File: src/rtl/vec_decode_stage_if.sv
// Decode-stage bus: D-stage inputs, write-back port and registered E-stage outputs.
// The master side drives the decode/write-back signals; the slave side is the decode stage.
interface vec_decode_stage_if #(
  parameter int LANES = 3,
  parameter int WIDTH = 18,
  parameter int AW    = 4
);
  logic                   stall_d;
  logic                   flush_e;
  logic [31:0]            instr_d;
  logic [WIDTH-1:0]       pc8_d;
  logic [1:0]             reg_src_d;
  logic [1:0]             imm_src_d;
  logic                   reg_write_w;
  logic [AW-1:0]          wa3_w;
  logic [LANES*WIDTH-1:0] wd3_w;
  logic [LANES*WIDTH-1:0] rd1_e;
  logic [LANES*WIDTH-1:0] rd2_e;
  logic [LANES*WIDTH-1:0] ext_imm_e;
  logic [AW-1:0]          ra1_e;
  logic [AW-1:0]          ra2_e;
  logic [AW-1:0]          wa3_e;
  logic                   valid_e;

  modport master (
    output stall_d, flush_e, instr_d, pc8_d, reg_src_d, imm_src_d,
           reg_write_w, wa3_w, wd3_w,
    input  rd1_e, rd2_e, ext_imm_e, ra1_e, ra2_e, wa3_e, valid_e
  );

  modport slave (
    input  stall_d, flush_e, instr_d, pc8_d, reg_src_d, imm_src_d,
           reg_write_w, wa3_w, wd3_w,
    output rd1_e, rd2_e, ext_imm_e, ra1_e, ra2_e, wa3_e, valid_e
  );
endinterface

File: src/rtl/vec_decode_stage.sv
// Vector decode stage: field decode, multi-lane register file with R15 = PC+8,
// immediate extension and the Decode/Execute pipeline register.
// Optional macro DECODE_BYPASS_EN: write-first forwarding of the same-cycle
// write-back into the read operands; undefined, reads see the old value.
module vec_decode_stage #(
  parameter int LANES = 3,
  parameter int WIDTH = 18,
  parameter int NREGS = 16
) (
  input logic            clk,
  input logic            rst,
  vec_decode_stage_if.slave bus
);
  localparam int AW = $clog2(NREGS);
  localparam int DW = LANES * WIDTH;
  localparam logic [AW-1:0] PC_REG = AW'(15);

  logic [DW-1:0]    rf [NREGS];
  logic [AW-1:0]    ra1;
  logic [AW-1:0]    ra2;
  logic [AW-1:0]    wa3;
  logic [DW-1:0]    rd1;
  logic [DW-1:0]    rd2;
  logic [WIDTH-1:0] imm_lane;
  logic [DW-1:0]    pc8_rep;
  logic             unused_instr;

  // instr[31:24] carries no field this stage consumes
  assign unused_instr = ^bus.instr_d[31:24];
  assign pc8_rep      = {LANES{bus.pc8_d}};

  // Field decode: read addresses and destination, zero-extended to AW
  always_comb begin
    ra1 = bus.reg_src_d[0] ? PC_REG : AW'(bus.instr_d[19:16]);
    ra2 = bus.reg_src_d[1] ? AW'(bus.instr_d[15:12]) : AW'(bus.instr_d[3:0]);
    wa3 = AW'(bus.instr_d[15:12]);
  end

  // Immediate extension, one lane's worth; replicated into every lane on load
  always_comb begin
    imm_lane = '0;
    case (bus.imm_src_d)
      2'b00:   imm_lane = WIDTH'(bus.instr_d[7:0]);
      2'b01:   imm_lane = WIDTH'(bus.instr_d[11:0]);
      2'b10:   imm_lane = WIDTH'($signed({bus.instr_d[23:0], 2'b00}));
      default: imm_lane = '0;
    endcase
  end

  // Asynchronous read ports; R15 always reads as PC+8, never as stored data
  always_comb begin
    rd1 = (ra1 == PC_REG) ? pc8_rep : rf[ra1];
    rd2 = (ra2 == PC_REG) ? pc8_rep : rf[ra2];
`ifdef DECODE_BYPASS_EN
    if (bus.reg_write_w && (bus.wa3_w == ra1) && (ra1 != PC_REG)) rd1 = bus.wd3_w;
    if (bus.reg_write_w && (bus.wa3_w == ra2) && (ra2 != PC_REG)) rd2 = bus.wd3_w;
`endif
  end

  // Register-file write port; writes continue through stall and flush
  always_ff @(posedge clk) begin
    if (rst) begin
      for (int i = 0; i < NREGS; i++) rf[i] <= '0;
    end else if (bus.reg_write_w && (bus.wa3_w != PC_REG)) begin
      rf[bus.wa3_w] <= bus.wd3_w;
    end
  end

  // D/E pipeline register: reset, then flush over stall, then load
  always_ff @(posedge clk) begin
    if (rst || bus.flush_e) begin
      bus.rd1_e     <= '0;
      bus.rd2_e     <= '0;
      bus.ext_imm_e <= '0;
      bus.ra1_e     <= '0;
      bus.ra2_e     <= '0;
      bus.wa3_e     <= '0;
      bus.valid_e   <= 1'b0;
    end else if (!bus.stall_d) begin
      bus.rd1_e     <= rd1;
      bus.rd2_e     <= rd2;
      bus.ext_imm_e <= {LANES{imm_lane}};
      bus.ra1_e     <= ra1;
      bus.ra2_e     <= ra2;
      bus.wa3_e     <= wa3;
      bus.valid_e   <= 1'b1;
    end
  end
endmodule

File: src/flat_wrapper.sv
// flat-port wrapper written by rule: the top's interface ports become plain ports
module vec_decode_stage_flat 
#(
  parameter int LANES = 3,
  parameter int WIDTH = 18,
  parameter int NREGS = 16
)
  (clk, rst, bus_stall_d, bus_flush_e, bus_instr_d, bus_pc8_d, bus_reg_src_d, bus_imm_src_d, bus_reg_write_w, bus_wa3_w, bus_wd3_w, bus_rd1_e, bus_rd2_e, bus_ext_imm_e, bus_ra1_e, bus_ra2_e, bus_wa3_e, bus_valid_e);
  vec_decode_stage_if #(.LANES(LANES), .WIDTH(WIDTH), .AW((4))) bus_i ();
  input logic clk;
  input logic rst;
  input wire logic [$bits(bus_i.stall_d)-1:0] bus_stall_d;
  input wire logic [$bits(bus_i.flush_e)-1:0] bus_flush_e;
  input wire logic [$bits(bus_i.instr_d)-1:0] bus_instr_d;
  input wire logic [$bits(bus_i.pc8_d)-1:0] bus_pc8_d;
  input wire logic [$bits(bus_i.reg_src_d)-1:0] bus_reg_src_d;
  input wire logic [$bits(bus_i.imm_src_d)-1:0] bus_imm_src_d;
  input wire logic [$bits(bus_i.reg_write_w)-1:0] bus_reg_write_w;
  input wire logic [$bits(bus_i.wa3_w)-1:0] bus_wa3_w;
  input wire logic [$bits(bus_i.wd3_w)-1:0] bus_wd3_w;
  output wire logic [$bits(bus_i.rd1_e)-1:0] bus_rd1_e;
  output wire logic [$bits(bus_i.rd2_e)-1:0] bus_rd2_e;
  output wire logic [$bits(bus_i.ext_imm_e)-1:0] bus_ext_imm_e;
  output wire logic [$bits(bus_i.ra1_e)-1:0] bus_ra1_e;
  output wire logic [$bits(bus_i.ra2_e)-1:0] bus_ra2_e;
  output wire logic [$bits(bus_i.wa3_e)-1:0] bus_wa3_e;
  output wire logic [$bits(bus_i.valid_e)-1:0] bus_valid_e;
  assign bus_i.stall_d = bus_stall_d;
  assign bus_i.flush_e = bus_flush_e;
  assign bus_i.instr_d = bus_instr_d;
  assign bus_i.pc8_d = bus_pc8_d;
  assign bus_i.reg_src_d = bus_reg_src_d;
  assign bus_i.imm_src_d = bus_imm_src_d;
  assign bus_i.reg_write_w = bus_reg_write_w;
  assign bus_i.wa3_w = bus_wa3_w;
  assign bus_i.wd3_w = bus_wd3_w;
  assign bus_rd1_e = bus_i.rd1_e;
  assign bus_rd2_e = bus_i.rd2_e;
  assign bus_ext_imm_e = bus_i.ext_imm_e;
  assign bus_ra1_e = bus_i.ra1_e;
  assign bus_ra2_e = bus_i.ra2_e;
  assign bus_wa3_e = bus_i.wa3_e;
  assign bus_valid_e = bus_i.valid_e;
  vec_decode_stage #(.LANES(LANES), .WIDTH(WIDTH), .NREGS(NREGS)) u_core (.clk(clk), .rst(rst), .bus(bus_i));
endmodule
File: config.mk
export PLATFORM = sky130hd
export DESIGN_NAME = vec_decode_stage_flat
export DESIGN_NICKNAME = d
export VERILOG_FILES = /design/src/rtl/vec_decode_stage_if.sv /design/src/rtl/vec_decode_stage.sv /design/src/flat_wrapper.sv
export SDC_FILE = /design/constraint.sdc
export NUM_CORES = 2
export LEC_CHECK = 0
export BUFFER_PORTS_ARGS = -buffer_cell sky130_fd_sc_hd__buf_4
export CAP_MARGIN = 20
export CELL_PAD_IN_SITES_DETAIL_PLACEMENT = 1
export CELL_PAD_IN_SITES_GLOBAL_PLACEMENT = 2
export CORE_ASPECT_RATIO = 0.75
export CORE_MARGIN = 1
export CORE_UTILIZATION = 40
export DETAILED_ROUTE_END_ITERATION = 12
export HOLD_SLACK_MARGIN = 0.1
export PLACE_DENSITY = 0.91
export SYNTH_ARGS = -nofsm -noshare
export SYNTH_HDL_FRONTEND = slang
export SYNTH_SLANG_ARGS = --single-unit
File: constraint.sdc
create_clock -name clk -period 2.5 [get_ports clk]
set_input_delay 0.25 -clock clk [delete_from_list [all_inputs] [get_ports clk]]
set_output_delay 0.25 -clock clk [all_outputs]
set_load 0.02 [all_outputs]
==> summary.txt <==
STA
  • Crit share post-route: 0.8634
  • RSZ-0062 raised after global routing: false
  • Clk_skew: 0.03417 ns
  • Post-layout min period: 2.159 ns
  • Slew Limit Fails: 0
  • Least-Margin Pin Slew: 1.267 ns
  • Fmax: 0.4633 GHz
  • Post-route setup TNS: 0 ns
  • Fin. Hold Viols: 0
  • Max_slew headroom: 0.1550
  • PnR worst setup slack: 0.3415 ns
  • Final setup violation count: 0

Die
  • Initial core utilization: 0.4047
  • FP Rows: 116
  • I/O pins: 292
  • CORE AREA: 133,800 sq um
  • Die ar.: 136,900 sq um
  • Chip height: 320.7 um
  • Die width: 426.9 um

Clocking
  • H-tree Lvls: 3
  • Post-CTS Hold Fix Bufs: 79
  • Clk_lat worst skew: 0.73 ns
  • Setup Fix Bufs, Post-CTS: 0
  • Clock transition at path regs: 0.06 ns
  • Clock Path Buffers: 3
  • Root Buffer: clkbuf_16
  • Clk sinks: 949
  • CTS buffer count: 100
  • Gates resized, CTS repair: 0
  • CTS tree: built

Layout
  • Layout cells sized above 1: 0.1361
  • Nets@finish: 5,760
  • Most frequent cells in the layout: 811 x and2_1, 810 x edfxtp_1, 506 x o21ai_0
  • Synthesis-to-finish area growth: 17.28%
  • Post-route cell area: 63,520 sq um
  • Commonest non-fill, non-tap cell in the layout: and2_1

Route
  • DR WL met3: 33,270 um
  • DR vias: 51,550
  • Post-route DRC: 0
  • Uppermost layer routed: met5
  • Post-route ant nets: 0
  • Drt total wl: 259,700 um
  • WL/cell: 34.52 um
  • Initial DRC count: 7,456
  • Vias per inst: 6.852
  • WL met2: 111,300 um
  • Wire length on met1: 97,040 um
  • DRT Pass-1 Iters: 6

Synth
  • Area contributors post-synth: edfxtp_1 45%, and2_1 9.4%, dfxtp_1 5.1%
  • Cell variety after synth: 63
  • Sequential share of the synthesized area: 0.5005
  • Top-area cell type share of the netlist area: 0.4491
  • Avg Inst Size Synth: 9.830 sq um
  • Post-Syn Instances: 5,510
  • Synth area leader: edfxtp_1
  • Top FF cell, synth: edfxtp_1
  • Synthesized area: 54,160 sq um
  • Synth warn: 0
  • Yosys reg bits: 949
  • Net count after synthesis: 5,627
  • Fraction of registers with async set/reset: 0
  • Post-synth EDFFs: 810

Worst setup path
  • Nature of the critical path startpoint: input port
  • CP max-delay cell: dlygate4sd3_1
  • Max incr delay on CP: 0.58 ns
  • CP Max Fanout: 10
  • CP required: 3.10 ns
  • Worst Path Buf+Inv: 5
  • Crit. End Element: register
  • Top delay family on crit path: buffers and inverters
  • WP data arrival: 2.76 ns
  • CP Cell Sequence: dlygate4sd3_1 > buf_4 > inv_1 > nor2_1 > buf_4 > a221o_1 > dlygate4sd3_1 > o21ai_0 > nor2_1
  • Crit path kind: input port to register

Worst hold path
  • Worst min-delay path class: input port to register

Global route
  • Initial antenna violation count: 42
  • Tot GR Track Use: 0.3677
  • Vias in the first global route: 50,830
  • First-pass GRT wire length: 364,100 um
  • GRT overflow: 0
  • Largest net degree at the start of global routing: 87

Power and ir drop
  • Net Switching: 12.03 mW
  • Pwr Density: 647.7 nW/um^2
  • Internal: 29.12 mW
  • VDD IR max: 0.0006864 V
  • Switching share of power: 0.2923
  • Standby leakage power: 22.98 nW
  • Flop pwr share: 0.456
  • Clock share of power: 0.379
  • Power Total: 41.14 mW
  • Combinational share of power: 0.165

Place
  • Routability Congestion: 0.9094
  • Placed cell area: 59,330 sq um
  • Dpl hpwl: 160,100 um
  • Place WS: 0.1558 ns
  • IO buf count: 279

Run
  • Max-cap violations: 0

Status
  • Outcome: finished, final reports clean
## sequential cells by signal, indices dropped and copies added, names as in the netlist
name and count:
u_core.bus.ext_imm_e 18, u_core.bus.ra1_e 4, u_core.bus.ra2_e 4, u_core.bus.rd1_e 54
u_core.bus.rd2_e 54, u_core.bus.valid_e 1, u_core.bus.wa3_e 4, u_core.rf 810
## final cells by class
| type | instances | area (sq um) |
|---|---|---|
| well taps | 1770 | 2215 |
| multi-input cells | 3822 | 23890 |
| flip-flops and latches | 949 | 27110 |
| repair buffers | 658 | 6509 |
| clock inverters | 32 | 389.1 |
| clock buffers | 156 | 2927 |
| inverters | 112 | 422.9 |
| diodes | 24 | 60.06 |
| fillers | 14690 | 70300 |
## synthesized netlist by cell type (21+ instances only)
cell	count
a211o_1	53
edfxtp_1	810
inv_1	111
nor3_1	64
a32oi_1	106
o221ai_1	54
buf_2	187
o2bb2ai_1	53
buf_4	58
a21oi_1	385
o21ai_0	506
buf_1	21
mux2i_1	162
nor2b_1	173
and2_1	813
nor2_1	372
a211oi_1	268
a221oi_1	167
a22oi_1	59
dfxtp_1	139
o21ai_1	77
clkbuf_1	343
o211ai_1	216
nand2_1	224
## worst register-to-register path: stages, from the launching register on
cell and delay [ns]:
edfxtp_1 0.39, nor2b_1 0.15, a211oi_1 0.28, a21oi_1 0.07, a221oi_1 0.56, nor2_1 0.11, a211o_1 0.29
## logic make-up after synthesis
logic type | synth area share
and+or+nand+nor | 0.1671
muxes | 0.03144
AOI/OAI and AO/OA | 0.2391
buffers and inverters | 0.06189
DFF | 0.5005
## power groups by stage
stage	clock, mW	combinational, mW	sequential, mW
2_1_floorplan	0	3.35	18.9
3_3_place_gp	0	6.13	19.0
3_5_place_dp	0	6.31	19.0
4_1_cts	15.6	6.50	18.7
5_1_grt	16.1	6.96	18.8
6_report	15.6	6.77	18.8
## routing by layer
layer	global-route usage	vias to the layer above
met5	0	-
met3	0.1066	1017
met1	0.4731	25890
li1	-	20700
met2	0.5444	3921
met4	0.2228	30
## per-stage QoR
| stage | std cells | hold slack, ns | utilization |
|---|---|---|---|
| floorplan | 5510 | 0.4482 | - |
| global placement | 7229 | 0.4441 | 0.4433 |
| detailed placement | 7229 | 0.4593 | 0.4433 |
| CTS | 7496 | 0.1048 | 0.4740 |
| global route | 7503 | 0.1261 | 0.4743 |
| finish | 7523 | 0.1320 | 0.4747 |
## final timing paths
path,depth (start not counted),endpoint,start,slack [ns]
setup / recovery,9,u_core.bus.ext_imm_e[45],bus_imm_src_d[1],0.34
hold / removal,5,u_core.bus.rd1_e[22],bus_pc8_d[4],0.13
setup reg to reg,6,u_core.bus.rd1_e[48],u_core.rf[8][48],0.55
hold reg to reg,1,u_core.bus.rd1_e[13],u_core.bus.rd1_e[13],0.48
No activity file was read; power rests on OpenSTA's default activity.
